[src/rtl/bus_capture_fifo.sv]
// bus_capture_fifo: timestamped show-ahead capture FIFO for one redundant bus channel
// Define BUS_CAPTURE_PARITY_EN to add per-entry even-parity error tracking (bus_par/out_perr).
module bus_capture_fifo #(
    parameter int DATA_W = 16,
    parameter int DEPTH  = 16,
    parameter int ADDR_W = 4,
    parameter int TS_W   = 16
) (
    input  logic              clk,
    input  logic              rst,
    input  logic              bus_valid,
    input  logic [DATA_W-1:0] bus_data,
`ifdef BUS_CAPTURE_PARITY_EN
    input  logic              bus_par,
    output logic              out_perr,
`endif
    input  logic              flush,
    output logic              out_valid,
    input  logic              out_ready,
    output logic [DATA_W-1:0] out_data,
    output logic [TS_W-1:0]   out_ts,
    output logic [ADDR_W:0]   count,
    output logic              full,
    output logic              empty,
    output logic              overflow,
    output logic [7:0]        drop_cnt
);
    logic [DATA_W+TS_W-1:0] mem [DEPTH];
    logic [ADDR_W:0]        wr_ptr, rd_ptr;
    logic [TS_W-1:0]        ts_cnt;
    logic                   push, pop, drop;

    assign empty     = wr_ptr == rd_ptr;
    assign full      = (wr_ptr[ADDR_W] != rd_ptr[ADDR_W]) && (wr_ptr[ADDR_W-1:0] == rd_ptr[ADDR_W-1:0]);
    assign count     = wr_ptr - rd_ptr;
    assign out_valid = !empty;
    assign push      = bus_valid && !full;
    assign drop      = bus_valid && full;
    assign pop       = !empty && out_ready;
    // Head is forced to zero while empty so stale memory never leaks out after reset/flush
    assign {out_data, out_ts} = empty ? '0 : mem[rd_ptr[ADDR_W-1:0]];

    always_ff @(posedge clk)
        if (push && !flush) mem[wr_ptr[ADDR_W-1:0]] <= {bus_data, ts_cnt};

`ifdef BUS_CAPTURE_PARITY_EN
    logic perr_mem [DEPTH];
    assign out_perr = !empty && perr_mem[rd_ptr[ADDR_W-1:0]];
    always_ff @(posedge clk)
        if (push && !flush) perr_mem[wr_ptr[ADDR_W-1:0]] <= ^{bus_data, bus_par};
`endif

    always_ff @(posedge clk or negedge rst)
        if (!rst) begin
            wr_ptr   <= '0;
            rd_ptr   <= '0;
            ts_cnt   <= '0;
            overflow <= 1'b0;
            drop_cnt <= '0;
        end else begin
            ts_cnt <= ts_cnt + 1'b1;
            if (flush) begin
                wr_ptr   <= '0;
                rd_ptr   <= '0;
                overflow <= 1'b0;
                drop_cnt <= '0;
            end else begin
                if (push) wr_ptr <= wr_ptr + 1'b1;
                if (pop) rd_ptr <= rd_ptr + 1'b1;
                if (drop) begin
                    overflow <= 1'b1;
                    drop_cnt <= drop_cnt + 8'(drop_cnt != 8'hff);
                end
            end
        end
endmodule

[config.mk]
export PLATFORM = sky130hd
export DESIGN_NAME = bus_capture_fifo
export DESIGN_NICKNAME = d
export VERILOG_FILES = /design/src/rtl/bus_capture_fifo.sv
export SDC_FILE = /design/constraint.sdc
export NUM_CORES = 1
export LEC_CHECK = 0
export BUFFER_PORTS_ARGS = -buffer_cell sky130_fd_sc_hd__buf_4
export CAP_MARGIN = 20
export CORE_UTILIZATION = 46
export CTS_CLUSTER_DIAMETER = 50
export CTS_CLUSTER_SIZE = 12
export DETAILED_ROUTE_END_ITERATION = 6
export SLEW_MARGIN = 20
export SYNTH_ARGS = -nofsm -noshare
export SYNTH_HDL_FRONTEND = slang
export SYNTH_SLANG_ARGS = --single-unit
[constraint.sdc]
create_clock -name clk -period 5.1 [get_ports clk]
set_input_delay 0.51 -clock clk [delete_from_list [all_inputs] [get_ports clk]]
set_output_delay 0.51 -clock clk [all_outputs]
set_load 0.01 [all_outputs]
==> qor.yml, run 1 <==
setup_path:
  cpMostUsedCell: "buf_4"
  ff2ff_path_depth: 7
  end_kind: "output pin"
  crit_required_ns: 4.59
  r2r_slack_ns: 1.37
  rr_endpoint: "mem[15][20]$_DFFE_PP_"
  cp.arrival_ns: 3.69
  slowest_delay_ns: 0.76
  reg2reg_from: "rd_ptr[1]$_DFFE_PN0P_"
  cp_slowest_cell: "dfrtp_4"
  crit_buf_inv: 3
  path_cells: "inv_1 > ha_1 > nand4_1 > nor2_1 > nor3_2 > buf_4 > a221o_1 > buf_4"
  crit_family: "simple AND/OR/NAND/NOR gates"
  critPathMaxFanout: 33
  start_kind: "register"
  path_class: "reg -> out"
timing:
  skew_ns: 0.01956
  setup_ws_ns: 0.9033
  setup_tns_ns: 0
  hold_violations: 0
  fin_crit_sh: 0.8229
  maxSlewHeadroom: 0.3788
  finalSetupViolCount: 0
  period_minus_slack_ns: 4.197
  report.final.slew_viol_count: 0
  fmax_mhz: 238.3
  whs_ns: 0.2260
  worst_pin_slew_ns: 0.9319
  rsz0062_at_grt: "no"
synthesis:
  syn_area_per_cell_sq_um: 20.27
  ys_seq_area_frac: 0.7636
  netlist_area_sq_um: 21280
  ys_ff_latch: 547
  synth_fp_nets: 1084
  syn_inst: 1050
  ys_types: 36
  yosysWarnings: 0
min_path:
  whs_endpoint: "mem[10][18]$_DFFE_PP_"
  hold_path.class: "in -> reg"
  hp-start: "bus_data[2]"
  whs_path_depth: 1
finish:
  n_antenna_cell: 0
  syn2layout_area_growth_pct: 14.99
  nFillCells: 3527
  nets: 1192
  drive_above_1_share: 0.2686
cts:
  clk_pin_slew_ns: 0.06
  cts_made_buffers: 55
  clkLatencyLatePin_ns: 0.59
  htree_num_levels: 2
  postCtsSetupRepairBufs: 0
  cts_tree: "yes"
  cts_resized: 0
  clock-root-buffer: "clkbuf_16"
  cts.sinks: 547
  clk_path_buf_depth: 3
grt:
  antenna_found_initial: 0
  globalRouteTotalUtil: 0.2068
  overflow: 0
  grt_pass1_wl_um: 70900
  grt_max_degree: 83
  grt_pass1_vias: 10700
die:
  start_util: 0.4680
  io-pin-count: 70
  die_area_sq_um: 47130
  core_area_sq_um: 45480
  die_w_um: 217.1
  die_h_um: 217.1
  row_count: 78
place:
  place_congestion: 0.7557
  dpl_worst_slack_ns: 1.355
  dpl.hpwl_um: 25510
  place.port_buffers: 69
detailed_routing:
  wl_per_cell_um: 26.31
  ant_nets: 0
  drc: 0
  first_pass_iters: 5
  vias: 10270
  drt-total-wl_um: 47220
  drtIter0Drc: 871
  routed_via_density: 5.722
outcome:
  status: "finished clean"
pwr:
  power_leakage_nw: 7.841
  power_density_nw_per_um2: 408.4
  ir_drop_mv: 0.3589
flow_run:
  maxCapViolations: 0
[registers in the layout, indices dropped and copies added (netlist names)]
register	cells
mem	512
ts_cnt	16
drop_cnt	8
rd_ptr	5
wr_ptr	5
overflow	1
[logic make-up (layout without fill, tap and decap cells)]
logic type | count (synthesis) | after routing | share of synthesized area
adder cells (fa/ha/maj) | 13 | 13 | 0.007995
flip-flops | 547 | 547 | 0.7636
AO/OA/AOI/OAI | 53 | 53 | 0.02099
buffers and inverters | 62 | 207 | 0.01211
multiplexers | 132 | 132 | 0.1373
AND/OR/NAND/NOR | 213 | 213 | 0.04533
XOR/XNOR | 30 | 30 | 0.01270
[per-layer routing]
layer	vias up	share of wire	wire, um	GRT usage
met5	-	0	0	0
met1	5522	0.45	21300	0.2946
met2	228	0.49	23090	0.3350
met3	61	0.041	1935	0.02921
li1	4460	-	-	-
met4	0	0.019	898	0.05915
[power by group]
part	switching, mW	internal [mW]
combinational	0.651	0.610
sequential	0.0319	4.91
clock	1.61	2.18
[cell usage after synthesis, drive strengths merged]
library cell	number	area (sq um)
a2111oi	1	8.760
a211oi	2	15.01
a21o	2	15.01
a21oi	7	35.03
a221o	31	310.3
a31o	1	8.760
a31oi	1	6.260
and3	2	12.51
and4	2	17.52
buf	21	103.9
clkbuf	30	112.6
clkinv	1	3.750
dfrtp	35	875.8
edfxtp	512	15370
fa	1	20.02
ha	12	150.1
inv	10	37.54
mux2i	4	40.04
mux4	128	2883
nand2	109	409.1
nand2b	2	12.51
nand3	10	50.05
nand4	11	68.82
nor2	34	127.6
nor2b	31	193.9
nor3	6	30.03
nor4	1	6.260
o211ai	3	22.52
o21ai	5	25.02
or2	1	6.260
or3	3	18.77
or4	1	11.26
xnor2	19	166.4
xor2	11	103.9
[metrics by stage]
stage / std cells / total power [mW] / util / cell area, sq um
detailed placement: 1700 / 6.330 / 0.5015 / 22810
global placement: 1700 / 6.325 / 0.5015 / 22810
finish: 1795 / 9.996 / 0.5381 / 24470
CTS: 1795 / 10.11 / 0.5381 / 24470
floorplan: 1050 / 5.861 / - / 21280
global route: 1795 / 10.35 / 0.5381 / 24470
[cells in the final DEF, fill, tap and decap left out, types with 2 or more instances in the layout]
cell and instances:
edfxtp_1 512, nand2b_1 2, buf_12 8, nor2_4 13, a221o_1 31, clkbuf_1 26
o21ai_0 5, a211oi_1 2, dfrtp_1 32, nor3_2 5, mux2i_1 4, o211ai_1 3
buf_4 93, nand4_1 11, xnor2_1 19, mux4_2 128, nor2_1 21, ha_1 12
inv_6 2, or3_1 3, xor2_1 10, nand3_1 10, and4_1 2, nor2b_1 31
a21o_1 2, dfrtp_4 2, inv_1 10, clkinv_1 2, nand2_1 109, clkinv_4 2
and3_1 2, a21oi_1 7, clkbuf_8 3, clkbuf_16 55, bufinv_16 3
[worst max path at each step]
stage | cells past startpoint | slack (ns) | start | end
final | 8 | 0.90 | rd_ptr[1]$_DFFE_PN0P_ | out_ts[11]
after global routing | 8 | 0.60 | rd_ptr[1]$_DFFE_PN0P_ | out_ts[11]
after CTS | 8 | 0.84 | rd_ptr[1]$_DFFE_PN0P_ | out_ts[11]
after detailed placement | 7 | 1.36 | rd_ptr[1]$_DFFE_PN0P_ | mem[15][21]$_DFFE_PP_
after global placement | 7 | 1.34 | rd_ptr[1]$_DFFE_PN0P_ | mem[15][21]$_DFFE_PP_
after floorplan | 9 | 0.23 | rd_ptr[1]$_DFFE_PN0P_ | mem[0][0]$_DFFE_PP_
[area by class of cell]
type	instances	area [sq um]	share of cell area
well taps	600	750.7	0.03067
multi-input cells	441	4897	0.2001
clock buffers	84	1515	0.06191
clock inverters	10	141.4	0.005777
repair buffers	102	868.3	0.03548
flip-flops and latches	547	16260	0.6644
inverters	11	41.29	0.001687
[timing repair]
action / in CTS / in global routing
hold buffers: 1 / 0
hold endpoints to repair: 35 / 0
setup endpoints to repair: 0 / 0
Power figures use the tool's default switching activity.
==> run 2: changes to the inputs <==
- ABC_AREA: default -> 1
- clock period: 5.1 -> 4.35 ns (I/O delays scaled with it)
==> run 2 against run 1 <==
  * Combinational power up 47%
  * Sequential power rose by 17%
  * Sequential share of layout area fell by 6.4 points
  * Area after synthesis up 13%
  * Clock-buffer cell count shrank 3
  * First-iteration DRC count grew 65%
  * Synthesized cell count increased by 130%
  * Flip-flop and latch count unchanged
  * Clock skew increased by 0.028 ns
==> qor.yml, run 2 <==
grt:
  grt_pass1_vias: 15550  # +45%
  globalRouteTotalUtil: 0.2258  # +0.01901
  antenna_found_initial: 0  # unchanged
  grt_pass1_wl_um: 90800  # +28%
  grt_max_degree: 178  # +110%
  overflow: 0  # unchanged
pwr:
  power_leakage_nw: 11.53  # +47%
  power_density_nw_per_um2: 451.8  # +11%
  finalPower_mw: 12.24  # +22%
  ir_drop_mv: 0.3472  # -3.3%
timing:
  finalSetupViolCount: 0  # unchanged
  skew_ns: 0.04800  # +0.02844 ns
  maxSlewHeadroom: 0.2880  # -0.09080
  fin_crit_sh: 0.8457
  setup_tns_ns: 0  # unchanged
  rsz0062_at_grt: "no"
  fmax_mhz: 271.8
  worst_pin_slew_ns: 1.068  # +0.1362 ns
  period_minus_slack_ns: 3.679
  report.final.slew_viol_count: 0  # unchanged
  hold_violations: 0  # unchanged
  setup_ws_ns: 0.6713  # -0.2320 ns
die:
  die_h_um: 230.7  # +6.2%
  row_count: 83  # +6.4%
  die_area_sq_um: 53200  # +13%
  die_w_um: 230.7  # +6.2%
  io-pin-count: 70  # unchanged
  start_util: 0.4669  # -0.001036
  core_area_sq_um: 51510  # +13%
finish:
  nets: 2475  # +110%
  mostFrequentLayoutCell: "nand2_1"
  nFillCells: 4590  # +30%
  multi_input_area_sq_um: 5859  # +20%
  design_area_sq_um: 27090  # +11%
  syn2layout_area_growth_pct: 12.63
  final_cell_mix: "nand2_1 (918), edfxtp_1 (512), inv_1 (380)"
  drive_above_1_share: 0.08713  # -0.1815
  largest_reg_flops: 512  # unchanged
  regArea_sq_um: 16260  # unchanged
  post_layout_nonfiller_instances: 3159  # +76%
  n_antenna_cell: 0  # unchanged
place:
  placed_cells: 3059  # +80%
  place.port_buffers: 69  # unchanged
  dpl_worst_slack_ns: 1.239  # -0.1164 ns
  dpl.hpwl_um: 33330  # +31%
  place_congestion: 0.7914  # +4.7%
  dpl_cell_area_sq_um: 25330  # +11%
synthesis:
  synth.most_common_cell: "nand2_1"
  syn_inst: 2379  # +130%
  synth_fp_nets: 2413  # +120%
  yosys.area.top_type_share: 0.6392  # -0.08316
  synthTopCellsByCount: "nand2_1 (918), edfxtp_1 (512), inv_1 (381)"
  ys_types: 32  # -11%
  netlist_area_sq_um: 24050  # +13%
  syn_area_per_cell_sq_um: 10.11  # -50%
  yosysWarnings: 0  # unchanged
  ys.flop_type: "edfxtp_1"
  ys_ff_latch: 547  # unchanged
  ys_seq_area_frac: 0.6756  # -0.08790
  async_flop_share: 0.06399  # unchanged
  yosysTopAreaCell: "edfxtp_1"
  synth.area.top_cells: "edfxtp_1 (64%), nand2_1 (14%), inv_1 (5.9%), nand3_1 (5.8%), dfrtp_1 (3.6%)"
  synth_edf_count: 512  # unchanged
detailed_routing:
  wl_met3_um: 3576  # +85%
  routed_via_density: 5.024  # -12%
  ant_nets: 0  # unchanged
  highest_layer: "met4"
  drtIter0Drc: 1440  # +65%
  vias: 15870  # +55%
  first_pass_iters: 5  # unchanged
  drt-total-wl_um: 58690  # +24%
  wl_met2_um: 27940  # +21%
  wl_per_cell_um: 18.58  # -29%
  wl_met1_um: 25460  # +20%
  drc: 0  # unchanged
cts:
  cts.sinks: 547  # unchanged
  htree_num_levels: 2  # unchanged
  postCtsSetupRepairBufs: 0  # unchanged
  cts_tree: "yes"
  clk_path_buf_depth: 3  # unchanged
  cts_resized: 0  # unchanged
  cts_hold_buffers: 2  # +1
  cts_made_buffers: 58  # +5.5%
  clk_pin_slew_ns: 0.06  # about the same
  clkLatencyLatePin_ns: 0.64  # +0.05 ns
  clock-root-buffer: "clkbuf_16"
setup_path:
  reg2reg_from: "rd_ptr[2]$_DFFE_PN0P_"
  slowest_delay_ns: 0.65  # -0.11 ns
  critPathLaunch: "rd_ptr[2]$_DFFE_PN0P_"
  end_kind: "output pin"
  start_kind: "register"
  cp_slowest_cell: "clkinv_1"
  cp.arrival_ns: 3.24  # -0.45 ns
  path_cells: "buf_4 > nand2_1 > clkinv_1 > buf_4 > nand2_1 > nand2_1 > inv_1 > a21oi_1 > buf_4"
  crit_required_ns: 3.91  # -0.68 ns
  critPathMaxFanout: 24  # -27%
  path_class: "reg -> out"
flow_run:
  maxCapViolations: 0  # unchanged
outcome:
  status: "finished clean"
min_path:
  hp-start: "bus_data[12]"
  hold_path.class: "in -> reg"
-- run 2: cell types whose count changed after synthesis, moves of 128 or more --
cell     delta
nand2_1   +809
mux4_2    -128
inv_1     +371
nand3_1   +270
-- run 2: kinds of logic after synthesis --
family / share of synthesized area
xor+xnor: 0.007595
fa+ha+maj: 0.007075
flops: 0.6756
simple gates: 0.2124
buf+inv: 0.08594
compound gates: 0.01134
-- run 2: per-stage QoR --
step	hold WS, ns	util
after floorplan	0.1394	-
after global placement	0.4341	0.4913
after detailed placement	0.4402	0.4918
after CTS	0.08121	0.5259
after global routing	0.1077	0.5259
final	0.1156	0.5259
-- run 2: cell type report --
type	instances	area share
multi-input cells	1339	0.2163
clock buffers	81	0.05824
well taps	680	0.03141
clock inverters	17	0.005866
inverters	388	0.05413
repair buffers	107	0.03381
flip-flops and latches	547	0.6002
-- run 2: routing by layer --
metal,vias to the layer above,global-route usage
met5,-,0
met4,0,0.07947
met3,106,0.03026
met2,466,0.3671
met1,7582,0.3117
li1,7718,-
-- run 2: critical path: cells and delay by family, from the launching register on --
kind / cells / cell delay [ns]
buffers and inverters: 5 / 1.71
AND/OR/NAND/NOR: 3 / 0.30
flip-flops: 1 / 0.54
AO/OA/AOI/OAI: 1 / 0.06
-- run 2: path summary, 6_finish.rpt --
kind / slack (ns) / to / cells past startpoint
min: 0.12 / mem[7][28]$_DFFE_PP_ / 1
min in group asynchronous: 0.31 / ts_cnt[10]$_DFF_PN0_ / 2
max: 0.67 / out_data[3] / 9
max in group asynchronous: 3.60 / rd_ptr[1]$_DFFE_PN0P_ / 2
min reg2reg: 0.52 / overflow$_DFFE_PN0P_ / 2
max reg2reg: 1.26 / mem[15][14]$_DFFE_PP_ / 10
-- run 2: power breakdown --
part           total, mW  switching, mW  leakage (nW)  internal [mW]
logic               1.85           1.27          5.19          0.586
clock network       4.60           2.06         0.839           2.54
registers           5.78         0.0283          5.50           5.76
